**src/rtl/oam_dma.sv**
```systemverilog
// OAM DMA engine behind register 0xFF46: copies OAM_BYTES bytes from page {src_page,00} into OAM.
// Optional build macro OAM_DMA_ECHO_CLAMP_EN folds source pages E0-FF onto the C0-DF echo of WRAM.
module oam_dma #(
  parameter int CYCLES_PER_BYTE = 4,
  parameter int OAM_BYTES       = 160
) (
  input  logic        clk,
  input  logic        reset,
  input  logic [15:0] addr,
  input  logic [7:0]  data_w,
  input  logic        write_enable,
  output logic [7:0]  data_r,
  output logic        data_active,
  output logic        bus_active,
  output logic [15:0] bus_addr,
  input  logic [7:0]  bus_data_r,
  output logic        oam_we,
  output logic [7:0]  oam_addr,
  output logic [7:0]  oam_data
);

  localparam logic [3:0] LAST_PHASE = 4'(CYCLES_PER_BYTE - 1);
  localparam logic [7:0] LAST_IDX   = 8'(OAM_BYTES - 1);

  typedef enum logic [1:0] {IDLE, START, XFER} state_t;

  state_t      state;
  state_t      state_next;
  logic [7:0]  src_page;
  logic [7:0]  idx;
  logic [3:0]  phase;
  logic        trigger;
  logic        byte_done;

  function automatic logic [7:0] map_page(input logic [7:0] page);
`ifdef OAM_DMA_ECHO_CLAMP_EN
    return (page >= 8'hE0) ? page - 8'h20 : page;
`else
    return page;
`endif
  endfunction

  assign trigger     = write_enable && (addr == 16'hFF46);
  assign byte_done   = (state == XFER) && (phase == LAST_PHASE);
  assign data_active = !write_enable && (addr == 16'hFF46);
  assign bus_active  = (state != IDLE);
  assign bus_addr    = (state == XFER) ? {src_page, idx} : 16'h0000;

  always_ff @(posedge clk) begin
    if (reset) begin
      state <= IDLE;
    end else begin
      state <= state_next;
    end
  end

  // A new trigger always wins over the end-of-transfer return to IDLE.
  always_comb begin
    state_next = state;
    case (state)
      START:   if (phase == LAST_PHASE) state_next = XFER;
      XFER:    if (byte_done && (idx == LAST_IDX)) state_next = IDLE;
      default: state_next = state;
    endcase
    if (trigger) state_next = START;
  end

  always_ff @(posedge clk) begin
    if (reset) begin
      src_page <= 8'h00;
      idx      <= 8'h00;
      phase    <= 4'h0;
      data_r   <= 8'hFF;
      oam_we   <= 1'b0;
      oam_addr <= 8'h00;
      oam_data <= 8'h00;
    end else begin
      oam_we <= 1'b0;
      // The completing byte is written even if a retrigger lands on the same edge.
      if (byte_done) begin
        oam_we   <= 1'b1;
        oam_addr <= idx;
        oam_data <= bus_data_r;
      end
      if (trigger) begin
        data_r   <= data_w;
        src_page <= map_page(data_w);
        idx      <= 8'h00;
        phase    <= 4'h0;
      end else begin
        case (state)
          START: begin
            phase <= (phase == LAST_PHASE) ? 4'h0 : phase + 4'd1;
          end
          XFER: begin
            phase <= (phase == LAST_PHASE) ? 4'h0 : phase + 4'd1;
            if (byte_done) idx <= (idx == LAST_IDX) ? 8'h00 : idx + 8'd1;
          end
          default: begin
            phase <= 4'h0;
          end
        endcase
      end
    end
  end

endmodule

```
**config.mk**
```make
export PLATFORM = sky130hd
export DESIGN_NAME = oam_dma
export DESIGN_NICKNAME = d
export VERILOG_FILES = /design/src/rtl/oam_dma.sv
export SDC_FILE = /design/constraint.sdc
export NUM_CORES = 1
export LEC_CHECK = 0
export ABC_AREA = 1
export CAP_MARGIN = 20
export CORE_UTILIZATION = 47
export DETAILED_ROUTE_END_ITERATION = 6
export PLACE_DENSITY = 0.84
export SYNTH_ARGS = -nofsm -noshare
export SYNTH_HDL_FRONTEND = slang
export SYNTH_SLANG_ARGS = --single-unit
export TNS_END_PERCENT = 100
```
**constraint.sdc**
```tcl
create_clock -name clk -period 2.35 [get_ports clk]
set_input_delay 0.47 -clock clk [delete_from_list [all_inputs] [get_ports clk]]
set_output_delay 0.47 -clock clk [all_outputs]
set_load 0.01 [all_outputs]
```
==> results.yml <==
yosys:
  synth.distinct_cells: 26
  yosys.area_share.simple: 0.3375
  synth_xor_xnor_area_share: 0.01676
  synthesis.area_mm2: 0.002091
  avgSynthCellArea_um2: 7.185
  synth_nets: 331
  muxShareOfSynthArea: 0
  synthCells: 291
  synth-adder-area-share: 0.02992
  synth_compound_area_frac: 0.06523
  yosysWarnings: 0
  synth_seq_cells: 47
  seq_area_frac_synth: 0.4500
  synth_top_family_by_area: "simple AND/OR/NAND/NOR gates"
clocking:
  htreeDepth: 2
  insertion_delay_ps: 310
  cts_tree: "done"
  path_clk_slew_ps: 90
  cts_buffers: 5
  clock-root-buffer: "clkbuf_8"
  clock_sinks: 47
  clockBufferDepth: 2
  postCtsSetupBuffers: 0
die:
  chipHeight_um: 68.70
  dieArea_mm2: 0.004719
  io_pins: 78
  initial_utilization: 0.5045
  rows: 23
  core_area_mm2: 0.004144
  die_w_um: 68.70
sta:
  tightest_slew_ps: 343.9
  fmax_mhz: 450.8
  relSlewSlack: 0.7704
  skew_ps: 7.142
  setup_violations: 0
  hold_viol_final: 0
  rsz0062_at_grt: "false"
  period_share: 0.9439
  whs_ps: 454.5
  finalSetupTns_ps: 0
  drv_slew: 0
  fin_crit_ps: 2218
global_route:
  grt_usage: 0.2352
  grt_pass1_vias: 1818
  antenna_found_initial: 0
  grt-ovfl-total: 0
  grt_first_pass_wirelength_mm: 8.162
  grt_max_degree: 27
cells_and_area:
  area_delta_synth_final_pct: 45.84
  final_util: 0.7358
  finalNetCount: 412
  drive_gt1_frac: 0.07239
  fillCellCount: 329
  antennaDiodeCount: 0
critical_path:
  path_cells: "inv_1 > ha_4 > nand2_1 > inv_1 > clkdlybuf4s50_1"
  path_max_fanout: 18
  crit_top_cell: "inv_1"
  start_kind: "flip-flop"
  worstSetupPathType: "flip-flop to output port"
  critPathArrivalTime_ps: 1750
  cp-end-kind: "output port"
  crit_slowest_cell: "clkdlybuf4s50_1"
  cp_data_required_time_ps: 1880
  max_stage_delay_ps: 530
routing:
  vias: 2118
  ant_nets: 0
  via_per_inst: 5.007
  routed_wl_mm: 5.162
  drt-initial-drc-count: 105
  dr.pass1.iters: 4
  wl_per_cell_um: 12.20
  drc: 0
power:
  powerDensity_mw_per_mm2: 506.1
  leakagePower_uw: 0.001405
  ir_worst_vdd_uv: 253.9
worst_hold_path:
  hold_path.class: "flip-flop to flip-flop"
job:
  cap_violations: 0
place:
  portBuffers: 77
  routabilityCongestion: 0.8563
  place_hpwl_mm: 3.775
outcome:
  status: "finished clean"
-- per-layer routing --
metal	share of wire	GRT usage	vias up
li1	-	-	1079
met1	0.43	0.2735	976
met2	0.50	0.4203	54
met3	0.047	0.05263	9
met4	0.018	0.08418	0
met5	0	0	-
-- critical path: cells and delay by family, from the launching register on --
| kind | cells | cell delay (ps) |
|---|---|---|
| buffers and inverters | 3 | 750 |
| DFF | 1 | 330 |
| adders and majority gates | 1 | 280 |
| and+or+nand+nor | 1 | 80 |
-- synthesized netlist by cell type (all sizes together) --
master	number	area, um2
xor2	3	26.28
nand2	66	250.2
dfxtp	47	940.9
a21oi	6	30.03
inv	39	146.4
buf	8	52.55
nand3b	1	7.510
nor3	1	5.000
or2	1	6.260
o21ai	19	95.09
o21bai	1	11.26
ha	5	62.56
nor2	47	200.2
nand3	30	155.1
nand4	13	81.33
clkbuf	3	11.26
xnor2	1	8.760
-- repair_timing --
item | CTS | global route
resized for setup | 4 | 0
endpoints found under the hold margin | 0 | 0
endpoints found under the setup margin | 17 | 0
hold buffers | 0 | 0
-- report_power, final --
group	switching, uW	total (uW)	leakage (uW)	internal, uW
combinational	59.4	135	0.000972	75.7
clock	286	607	0.0000548	320
sequential	2.55	801	0.000379	799
total	348	1540	0.00141	1190
-- state kept, by name, summed over array words and instances, names as in the netlist --
signal	count
data_r	8
idx	8
oam_addr	8
oam_data	8
oam_we	1
phase	4
src_page	8
state	2
-- metrics by stage --
stage	setup WS (ps)	area (um2)	std cells	power (uW)
5_1_grt	37.60	3049	423	1604
3_3_place_gp	0.4954	2920	415	947.4
6_report	131.8	3049	423	1543
3_5_place_dp	-49.88	2920	415	950.5
4_1_cts	119.2	3049	423	1550
2_1_floorplan	748.3	2091	291	867.9
-- cells by family (layout without fill, tap and decap cells) --
| group | count (synthesis) | count (layout) |
|---|---|---|
| AOI/OAI and AO/OA | 26 | 26 |
| xor gates and xnor gates | 4 | 4 |
| adders and majority gates | 5 | 5 |
| buffers and inverters | 50 | 132 |
| DFF | 47 | 47 |
| and+or+nand+nor | 159 | 159 |
-- final timing paths --
check             depth (start not counted)  slack [ps]     endpoint  startpoint
hold reg to reg                           1         450     phase[0]    phase[0]
setup / recovery                          5         130  bus_addr[0]    state[0]
setup reg to reg                          8         610       idx[4]    state[0]
hold / removal                            1         450     phase[0]    phase[0]
-- cell usage in the layout, fill, tap and decap left out, types with 6 or more instances in the layout --
cell type | netlist | final
a21oi_1 | 6 | 6
buf_4 | 1 | 8
clkdlybuf4s50_1 | 0 | 76
dfxtp_1 | 47 | 47
inv_1 | 38 | 38
nand2_1 | 65 | 65
nand3_1 | 29 | 29
nand4_1 | 13 | 13
nor2_1 | 43 | 42
o21ai_0 | 18 | 18
-- layout make-up --
| cell class | instances | area (um2) | area share |
|---|---|---|---|
| clock inverter | 3 | 46.29 | 0.01518 |
| multi-input combinational | 194 | 954.7 | 0.3131 |
| inverter | 39 | 146.4 | 0.04801 |
| timing repair buffer | 85 | 829.5 | 0.2721 |
| tap | 50 | 62.56 | 0.02052 |
| sequential | 47 | 940.9 | 0.3086 |
| clock buffer | 5 | 68.82 | 0.02257 |
No activity file was read; power rests on OpenSTA's default activity.
